[config.mk]
export PLATFORM = sky130hd
export DESIGN_NAME = io_bus_responder_flat
export DESIGN_NICKNAME = d
export VERILOG_FILES = /design/src/rtl/io_bus_pkg.sv /design/src/rtl/io_bus_responder_if.sv /design/src/rtl/io_bus_responder_sync_fifo.sv /design/src/rtl/io_bus_responder.sv /design/src/flat_wrapper.sv
export SDC_FILE = /design/constraint.sdc
export NUM_CORES = 1
export LEC_CHECK = 0
export CAP_MARGIN = 10
export CORE_MARGIN = 2
export CORE_UTILIZATION = 36
export DETAILED_ROUTE_END_ITERATION = 6
export SLEW_MARGIN = 10
export SYNTH_ARGS = -nofsm -noshare
export SYNTH_HDL_FRONTEND = slang
export SYNTH_HIERARCHICAL = 1
export SYNTH_SLANG_ARGS = --single-unit
[constraint.sdc]
create_clock -name clk -period 3.31 [get_ports clk]
set_clock_uncertainty 0.2 [all_clocks]
set_input_delay 0.993 -clock clk [delete_from_list [all_inputs] [get_ports clk]]
set_output_delay 0.993 -clock clk [all_outputs]
set_load 0.01 [all_outputs]
[src/rtl/io_bus_pkg.sv]
// io_bus_pkg: window offsets and STATUS register layout for io_bus_responder.
package io_bus_pkg;
    localparam logic [1:0] OFF_DATA   = 2'd0;
    localparam logic [1:0] OFF_STATUS = 2'd1;
    localparam int STS_TXF    = 0;
    localparam int STS_RXE    = 1;
    localparam int STS_TXOVF  = 2;
    localparam int STS_RXUDF  = 3;
    localparam int TXCNT_LSB  = 4;
    localparam int RXCNT_LSB  = 8;
    localparam int CNT_FIELD_W = 4;
endpackage

[src/rtl/io_bus_responder_if.sv]
// io_bus_responder_if: CPU bus plus TX/RX stream signals of the I/O responder.
interface io_bus_responder_if #(
    parameter int DATA_WIDTH = 16,
    parameter int ADDR_WIDTH = 6
);
    logic                  bus_we;
    logic                  bus_re;
    logic [ADDR_WIDTH-1:0] bus_addr;
    logic [DATA_WIDTH-1:0] bus_wdata;
    logic [DATA_WIDTH-1:0] bus_rdata;
    logic                  bus_hit;
    logic [DATA_WIDTH-1:0] tx_data;
    logic                  tx_valid;
    logic                  tx_ready;
    logic [DATA_WIDTH-1:0] rx_data;
    logic                  rx_valid;
    logic                  rx_ready;

    modport master (
        output bus_we, bus_re, bus_addr, bus_wdata, tx_ready, rx_data, rx_valid,
        input  bus_rdata, bus_hit, tx_data, tx_valid, rx_ready
    );

    modport slave (
        input  bus_we, bus_re, bus_addr, bus_wdata, tx_ready, rx_data, rx_valid,
        output bus_rdata, bus_hit, tx_data, tx_valid, rx_ready
    );
endinterface

[src/rtl/io_bus_responder_sync_fifo.sv]
// sync_fifo: first-word-fall-through FIFO; push when full and pop when empty are ignored.
module sync_fifo #(
    parameter int WIDTH = 16,
    parameter int DEPTH = 4,
    localparam int AW = $clog2(DEPTH),
    localparam int CW = AW + 1
) (
    input  logic             clk,
    input  logic             rst,
    input  logic             push,
    input  logic             pop,
    input  logic [WIDTH-1:0] din,
    output logic [WIDTH-1:0] dout,
    output logic             full,
    output logic             empty,
    output logic [CW-1:0]    count
);
    logic [WIDTH-1:0] r_mem [DEPTH];
    logic [AW-1:0]    r_wr_ptr;
    logic [AW-1:0]    r_rd_ptr;
    logic [CW-1:0]    r_count;
    logic             w_push;
    logic             w_pop;

    assign full   = r_count == CW'(DEPTH);
    assign empty  = r_count == '0;
    assign count  = r_count;
    assign dout   = r_mem[r_rd_ptr];
    assign w_push = push && !full;
    assign w_pop  = pop && !empty;

    // Storage is not reset: count and pointers alone define which entries are live.
    always_ff @(posedge clk) begin
        if (w_push) r_mem[r_wr_ptr] <= din;
    end

    always_ff @(posedge clk) begin
        if (rst) begin
            r_wr_ptr <= '0;
            r_rd_ptr <= '0;
            r_count  <= '0;
        end else begin
            r_wr_ptr <= r_wr_ptr + AW'(w_push);
            r_rd_ptr <= r_rd_ptr + AW'(w_pop);
            r_count  <= r_count + CW'(w_push) - CW'(w_pop);
        end
    end
endmodule

[src/rtl/io_bus_responder.sv]
// io_bus_responder: 4-word memory-mapped window bridging CPU bus accesses to TX/RX FIFO streams.
module io_bus_responder
    import io_bus_pkg::*;
#(
    parameter int                      DATA_WIDTH = 16,
    parameter int                      ADDR_WIDTH = 6,
    parameter logic [ADDR_WIDTH-1:0]   IO_BASE    = 6'h3C,
    parameter int                      FIFO_DEPTH = 4
) (
    input logic              clk,
    input logic              rst,
    io_bus_responder_if.slave bus
);
    localparam int CW = $clog2(FIFO_DEPTH) + 1;
    localparam logic [ADDR_WIDTH-3:0] BASE_HI = IO_BASE[ADDR_WIDTH-1:2];

    logic                  w_in_win;
    logic [1:0]            w_off;
    logic                  w_wr;
    logic                  w_rd;
    logic                  w_tx_push;
    logic                  w_tx_pop;
    logic                  w_tx_full;
    logic                  w_tx_empty;
    logic [CW-1:0]         w_tx_count;
    logic                  w_rx_push;
    logic                  w_rx_pop;
    logic                  w_rx_full;
    logic                  w_rx_empty;
    logic [CW-1:0]         w_rx_count;
    logic [DATA_WIDTH-1:0] w_rx_dout;
    logic                  w_tx_ovf_set;
    logic                  w_rx_udf_set;
    logic                  w_tx_ovf_clr;
    logic                  w_rx_udf_clr;
    logic [DATA_WIDTH-1:0] w_status;
    logic [DATA_WIDTH-1:0] w_rdata_nxt;
    logic                  r_tx_ovf;
    logic                  r_rx_udf;
    logic [DATA_WIDTH-1:0] r_rdata;
    logic                  r_hit;

    // Base is 4-aligned, so the window is a match on the upper address bits.
    assign w_in_win = bus.bus_addr[ADDR_WIDTH-1:2] == BASE_HI;
    assign w_off    = bus.bus_addr[1:0];
    assign w_wr     = bus.bus_we && w_in_win;
    assign w_rd     = bus.bus_re && !bus.bus_we && w_in_win;

    assign w_tx_push    = w_wr && w_off == OFF_DATA && !w_tx_full;
    assign w_tx_ovf_set = w_wr && w_off == OFF_DATA && w_tx_full;
    assign w_tx_pop     = bus.tx_valid && bus.tx_ready;
    assign w_rx_pop     = w_rd && w_off == OFF_DATA && !w_rx_empty;
    assign w_rx_udf_set = w_rd && w_off == OFF_DATA && w_rx_empty;
    assign w_rx_push    = bus.rx_valid && bus.rx_ready;
    assign w_tx_ovf_clr = w_wr && w_off == OFF_STATUS && bus.bus_wdata[STS_TXOVF];
    assign w_rx_udf_clr = w_wr && w_off == OFF_STATUS && bus.bus_wdata[STS_RXUDF];

    sync_fifo #(.WIDTH(DATA_WIDTH), .DEPTH(FIFO_DEPTH)) u_tx_fifo (
        .clk   (clk),
        .rst   (rst),
        .push  (w_tx_push),
        .pop   (w_tx_pop),
        .din   (bus.bus_wdata),
        .dout  (bus.tx_data),
        .full  (w_tx_full),
        .empty (w_tx_empty),
        .count (w_tx_count)
    );

    sync_fifo #(.WIDTH(DATA_WIDTH), .DEPTH(FIFO_DEPTH)) u_rx_fifo (
        .clk   (clk),
        .rst   (rst),
        .push  (w_rx_push),
        .pop   (w_rx_pop),
        .din   (bus.rx_data),
        .dout  (w_rx_dout),
        .full  (w_rx_full),
        .empty (w_rx_empty),
        .count (w_rx_count)
    );

    assign bus.tx_valid  = !w_tx_empty;
    assign bus.rx_ready  = !w_rx_full;
    assign bus.bus_rdata = r_rdata;
    assign bus.bus_hit   = r_hit;

    always_comb begin
        w_status = '0;
        w_status[STS_TXF]   = w_tx_full;
        w_status[STS_RXE]   = w_rx_empty;
        w_status[STS_TXOVF] = r_tx_ovf;
        w_status[STS_RXUDF] = r_rx_udf;
        w_status[TXCNT_LSB +: CNT_FIELD_W] = CNT_FIELD_W'(w_tx_count);
        w_status[RXCNT_LSB +: CNT_FIELD_W] = CNT_FIELD_W'(w_rx_count);
    end

    assign w_rdata_nxt = (w_off == OFF_DATA)   ? (w_rx_empty ? '0 : w_rx_dout) :
                         (w_off == OFF_STATUS) ? w_status : '0;

    // Sticky flags: a set event in the same cycle overrides a write-1-to-clear.
    always_ff @(posedge clk) begin
        if (rst) begin
            r_tx_ovf <= 1'b0;
            r_rx_udf <= 1'b0;
            r_rdata  <= '0;
            r_hit    <= 1'b0;
        end else begin
            r_tx_ovf <= w_tx_ovf_set ? 1'b1 : (w_tx_ovf_clr ? 1'b0 : r_tx_ovf);
            r_rx_udf <= w_rx_udf_set ? 1'b1 : (w_rx_udf_clr ? 1'b0 : r_rx_udf);
            r_rdata  <= w_rd ? w_rdata_nxt : '0;
            r_hit    <= w_rd;
        end
    end
endmodule

[src/flat_wrapper.sv]
// flat-port wrapper written by rule: the top's interface ports become plain ports
module io_bus_responder_flat import io_bus_pkg::*;
#(
    parameter int                      DATA_WIDTH = 16,
    parameter int                      ADDR_WIDTH = 6,
    parameter logic [ADDR_WIDTH-1:0]   IO_BASE    = 6'h3C,
    parameter int                      FIFO_DEPTH = 4
)
  (clk, rst, bus_bus_we, bus_bus_re, bus_bus_addr, bus_bus_wdata, bus_tx_ready, bus_rx_data, bus_rx_valid, bus_bus_rdata, bus_bus_hit, bus_tx_data, bus_tx_valid, bus_rx_ready);
  io_bus_responder_if #(.DATA_WIDTH(DATA_WIDTH), .ADDR_WIDTH(ADDR_WIDTH)) bus_i ();
  input logic clk;
  input logic rst;
  input wire logic [$bits(bus_i.bus_we)-1:0] bus_bus_we;
  input wire logic [$bits(bus_i.bus_re)-1:0] bus_bus_re;
  input wire logic [$bits(bus_i.bus_addr)-1:0] bus_bus_addr;
  input wire logic [$bits(bus_i.bus_wdata)-1:0] bus_bus_wdata;
  input wire logic [$bits(bus_i.tx_ready)-1:0] bus_tx_ready;
  input wire logic [$bits(bus_i.rx_data)-1:0] bus_rx_data;
  input wire logic [$bits(bus_i.rx_valid)-1:0] bus_rx_valid;
  output wire logic [$bits(bus_i.bus_rdata)-1:0] bus_bus_rdata;
  output wire logic [$bits(bus_i.bus_hit)-1:0] bus_bus_hit;
  output wire logic [$bits(bus_i.tx_data)-1:0] bus_tx_data;
  output wire logic [$bits(bus_i.tx_valid)-1:0] bus_tx_valid;
  output wire logic [$bits(bus_i.rx_ready)-1:0] bus_rx_ready;
  assign bus_i.bus_we = bus_bus_we;
  assign bus_i.bus_re = bus_bus_re;
  assign bus_i.bus_addr = bus_bus_addr;
  assign bus_i.bus_wdata = bus_bus_wdata;
  assign bus_i.tx_ready = bus_tx_ready;
  assign bus_i.rx_data = bus_rx_data;
  assign bus_i.rx_valid = bus_rx_valid;
  assign bus_bus_rdata = bus_i.bus_rdata;
  assign bus_bus_hit = bus_i.bus_hit;
  assign bus_tx_data = bus_i.tx_data;
  assign bus_tx_valid = bus_i.tx_valid;
  assign bus_rx_ready = bus_i.rx_ready;
  io_bus_responder #(.DATA_WIDTH(DATA_WIDTH), .ADDR_WIDTH(ADDR_WIDTH), .IO_BASE(IO_BASE), .FIFO_DEPTH(FIFO_DEPTH)) u_core (.clk(clk), .rst(rst), .bus(bus_i));
endmodule
---- Word-level counts from Yosys, hierarchy flattened ----
Memories as Yosys holds them, arrays and structs flattened. A register that Yosys moved wholly into a read port is not among the register bits.
Index checks and enable logic that the tools add are counted.
word-level totals
  flip-flop bits (word level) ............. 33
  memory bits (writable) .................. 128
  input bits .............................. 44
  output and inout port bits .............. 35
  word-level logic and storage cells ...... 67
  memories kept ........................... 2
cells by class
  $add $sub $neg .......................... 8
  eq/ne operators ......................... 4
  muxes and demuxes ....................... 13
  bitwise logic cells ..................... 1
  reductions and logical operators ........ 29
memory list
  memory                  depth  width  read ports  clocked after memory_dff  wr ports  RTL line                          text
  u_core.u_rx_fifo.r_mem  4      16     1           1                         1         io_bus_responder_sync_fifo.sv:18  logic [WIDTH-1:0] r_mem [DEPTH];
  u_core.u_tx_fifo.r_mem  4      16     1           1                         1         io_bus_responder_sync_fifo.sv:18
operators with widths
  kind                                                 number
  2-to-1 mux 16 bit                                    2
  logical AND 1 bit                                    18
  2-to-1 mux 11 bit                                    1
  adder 2 x 1 -> 2 bit                                 4
  2-to-1 mux 1 bit                                     8
  adder 3 x 1 -> 3 bit                                 2
  equality test 3 bit, second input constant           2
  logical NOT 3 bit                                    2
  subtractor 3 x 1 -> 3 bit                            2
  logical NOT 1 bit                                    5
  equality test 4 bit, second input constant           1
  2-to-1 mux 2 bit                                     2
  nonzero test 2 bit                                   2
  equality test 2 x 1 -> 1 bit, second input constant  1
  logical NOT 2 bit                                    1
  OR reduction 2 bit                                   1
  NOT 1 bit                                            1

---- Logic depth before layout (Yosys ltp) ----
  word-level depth ........................ 8
  mapped depth ............................ 11
  mapped depth without buffers ............ 10

---- Modules after synthesis ----
The synthesis kept the hierarchy.
modules (own cells, without submodules)
  module            times used  cells an instance  area an instance (µm²)  sequential area each (µm²)
  sync_fifo         2           119                2,687.6                 2,062.0
  io_bus_responder  1           75                 723.2                   380.4

---- Worst setup path after synthesis ----
OpenSTA, ideal clock, no wires.
  path type ............................... input to register
  from .................................... input bus_bus_addr[4]
  to ...................................... memory u_core.u_tx_fifo.r_mem[1][0], enable pin
  library setup time ...................... 413 ps
  data arrival time ....................... 2,928 ps
  data required time ...................... 2,697 ps
  path slack .............................. -231 ps
  stages .................................. 4
  buffers on the path ..................... 0
  cell sequence ........................... nand4_1 > nor4b_1 > nand2b_4 > nor3b_1
between the ends
  word-level cells in the longest chain between the ends .. 7
ends and longest elaborated chain
  what                                    RTL line                          text
  from (decl)                             flat_wrapper.sv:15                input wire logic [$bits(bus_i.bus_addr)-1:0] bus_bus_addr;
  equality test 4 bit                     io_bus_responder.sv:44            assign w_in_win = bus.bus_addr[ADDR_WIDTH-1:2] == BASE_HI;
  logical AND 1 bit                       io_bus_responder.sv:46            assign w_wr = bus.bus_we && w_in_win;
  logical AND 1 bit (2 in series)         io_bus_responder.sv:49            assign w_tx_push = w_wr && w_off == OFF_DATA && !w_tx_full;
  net u_core.w_tx_push                    io_bus_responder.sv:21            logic w_tx_push;
  logical AND 1 bit                       io_bus_responder_sync_fifo.sv:29  assign w_push = push && !full;
  2-to-1 mux 1 bit                        io_bus_responder_sync_fifo.sv:34  if (w_push) r_mem[r_wr_ptr] <= din;
  2-to-1 mux 1 bit (implied by the code)  io_bus_responder_sync_fifo.sv:34
  to (decl)                               io_bus_responder_sync_fifo.sv:18
The timed path passes the listed nets, and every way through them passes these cells.

==> results.md <==
* Clk sinks at 161
* Cts bufs inserted at 17
* DP HPWL at 7300 µm
* Diodes inserted at 0
* Chip width at 134 µm
* VDD IR max at 0.405 mV
* CP required at 2.12 ns
* Count of input and output buffers at 78
* FMAX at 310 MHz
* Hold slack at 0.325 ns
* Critical-path cell list: clkbuf_16 -> mux4_2 -> clkdlybuf4s50_1
* TritonCTS clock tree: done
* RePlAce Congestion at 0.743
* Number of flops mapped to enable cells by yosys at approximately 130
* Vias after detailed routing at 3143
* Vias per std cell at 4.80
* Clk_lat worst skew at 0.41 ns
* Vias in the first global route at around 3.4k
* Crit end category: primary output
* Area grow syn2layout at 30.3%
* Layout Nets at 472
* Worst-path fanout max at 8
* Chip Height at about 130 µm
* Total Die Area at around 18000 µm²
* Leading cell type in the layout, fill and taps excluded: edfxtp_1
* Post-synth ARST share at 0
* 1st-pass router iterations at 4
* Crit share post-route at 0.975
* Yosys warning count at 6
* Result of the run: completed
* Worst Tran Pin Value at approximately 0.88 ns
* Synth Instances at 313
* Max H-tree Level at 4
* Worst-path clk slew at 0.06 ns
* Residual DRC count at 0
* Post-Route WL at 11300 µm
* Starting Density at 0.368
* Leakage power at roughly 2.6 nW
* Slew Limit Headroom at 0.410
* Post-Synth Simple-Gate Area at 0.0609
* Worst EP arrival at 2.03 ns
* Row Count at 47
* Pwr dens at 598 nW/µm²
* Largest net degree at the start of global routing at 18
* Routed Antenna Nets at 0
* Max stage delay cell, worst path: mux4_2
* Sequential area share after synthesis at 0.739
* Root Buffer Master: clkbuf_16
* Max stage delay on crit path at 0.50 ns
* Synth Flop Type: edfxtp_1
* IO Count at between 70 and 80
* Setup Viol. Count Final at 0
* Setup ws final at 0.0825 ns
* RSZ-0062 raised after global routing: false
* Setup TNS at 0 ns
* Cell variety after synth at 36
* Final Hold Vio Count at 0
* Final min period at 3.23 ns
* Hold Path Class: reg -> reg
* Worst setup SP type: flop
* Post-synthesis compound-gate area fraction at 0.0269
* Placed instance area at 7310 µm²
* Post-synthesis mux area share at 0.118
* Pre-CTS WS at -0.268 ns
* Synthesized area per cell at 19.5 µm²
* WL/cell at 17.3 µm
* Delay-heaviest family, CP: buffers and inverters
* Antenna violations before repair at 0
* Commonest non-fill, non-tap cells in the layout: 128 x edfxtp_1, 78 x clkdlybuf4s50_1, 32 x dfxtp_1, 32 x mux4_2, 19 x nor2_1
* Fin area at 7950 µm²
* Synthesis-stage register bit count at ~160
* Post-CTS Setup Bufs at 0
* Post-Synth Adder-Cell Area at 0.0148
* Mapped cell area at ~6000 µm²
* Share of cells above drive strength 1 at 0.244
* GRT Residual Overflow at 0
* Max cap viols at 0
* Total Routing Usage GR at 0.134
* Syn_nets at 363
* Largest family of logic cells by synthesized area: multiplexers
* Crit path buf inv count at 2
* Drt initial violations at around 140
* Post-CTS Hold Buffers at 0
* WS Path Type: reg -> out
* First-pass GRT wire length at 17800 µm
* Xor-xnor portion of the synthesized cell area at 0.0172
* Final Max Slew Viols at 0
* Core area at 16600 µm²
* Max clock buf depth at 2
[area by class of cell]
type                       count  area [µm²]
clock buffer                  20         467
clock inverter                12         133
fill                        1411        8640
inverter                      12        45.0
multi-input combinational    129        1490
sequential                   161        4510
tap                          220         275
timing repair buffer         101        1030
[cells in the mapped netlist, types with 2 or more instances]
master      n  area share
xor2_1      4      0.0057
nor3b_2     2      0.0041
edfxtp_1  128        0.63
xnor2_1     8       0.011
nor3b_1     4      0.0049
nand2b_4    2      0.0045
o311ai_1    2      0.0029
ha_1        4      0.0082
buf_12      2      0.0066
inv_2       2      0.0012
buf_2       7      0.0057
buf_6       2      0.0037
nor2_1     19       0.012
nor2b_1    10       0.010
mux4_2     32        0.12
nor3_1      4      0.0033
o31ai_2     2      0.0041
fa_1        2      0.0066
and2_1      6      0.0062
dfxtp_1    33        0.11
nand2b_1    2      0.0021
and3_1      3      0.0031
nand4_1     2      0.0021
a22oi_1    10       0.012
inv_1      10      0.0062
[through the flow]
step                      utilization  power [mW]  instances
after detailed placement        0.441        2.88        622
after CTS                       0.477        4.81        654
after global routing            0.479        4.95        655
after floorplan                     -        2.67        313
after global placement          0.441        2.85        622
final                           0.479        4.75        655
[flip-flops by register name (all words and copies together), names as in the netlist]
name                       count
u_core/u_tx_fifo/r_mem        64
u_core/u_rx_fifo/r_wr_ptr      2
u_core/r_rx_udf                1
u_core/u_rx_fifo/r_mem        64
u_core/r_tx_ovf                1
u_core/bus.bus_rdata          16
u_core/u_tx_fifo/r_rd_ptr      2
u_core/u_tx_fifo/r_wr_ptr      2
u_core/u_tx_fifo/count         3
u_core/u_rx_fifo/count         3
u_core/bus.bus_hit             1
u_core/u_rx_fifo/r_rd_ptr      2
[power by group]
group | total (mW) | internal (mW) | switching [mW]
clock | 1.92 | 1.17 | 0.753
combinational | 0.421 | 0.204 | 0.217
sequential | 2.40 | 2.34 | 0.0639
total | 4.75 | 3.72 | 1.03
[kinds of logic (layout without fill, tap and decap cells)]
logic type,after synthesis,after routing
flops,161,161
simple gates,61,61
mux,32,32
buf+inv,23,145
compound gates,18,18
xor+xnor,12,12
fa+ha+maj,6,6
[per-layer routing]
| metal | GRT usage | vias to the layer above | part of all wire |
|---|---|---|---|
| met4 | 0.0421 | 0 | 0.010 |
| met3 | 0.0446 | 10 | 0.043 |
| met1 | 0.157 | 1620 | 0.43 |
| li1 | - | 1453 | - |
| met2 | 0.234 | 60 | 0.51 |
| met5 | 0 | - | 0 |
[worst paths after layout]
path	from	end	slack (ns)	cells past startpoint
setup reg to reg	u_core/u_rx_fifo/count[1]$_SDFF_PP0_	u_core/u_rx_fifo/count[2]$_SDFF_PP0_	0.66	10
setup / recovery	u_core/u_tx_fifo/r_rd_ptr[0]$_SDFF_PP0_	bus_tx_data[12]	0.08	3
hold / removal	u_core/u_tx_fifo/r_rd_ptr[1]$_SDFF_PP0_	u_core/u_tx_fifo/r_rd_ptr[1]$_SDFF_PP0_	0.33	2
hold reg to reg	u_core/u_tx_fifo/r_rd_ptr[1]$_SDFF_PP0_	u_core/u_tx_fifo/r_rd_ptr[1]$_SDFF_PP0_	0.33	2
[worst register-to-register path, delay by kind of cell, from the launching register on]
kind / cells / cell delay, ns
AO/OA/AOI/OAI: 1 / 0.09
flip-flops: 1 / 0.40
adder cells (fa/ha/maj): 2 / 0.58
XOR/XNOR: 3 / 0.42
AND/OR/NAND/NOR: 4 / 0.85
[timing repair]
| action | 4_1_cts | 5_1_grt |
|---|---|---|
| endpoints found under the setup margin | 0 | 15 |
| gates resized for setup | 0 | 2 |
| hold endpoints to repair | 0 | 0 |
No activity file was read; power rests on OpenSTA's default activity.
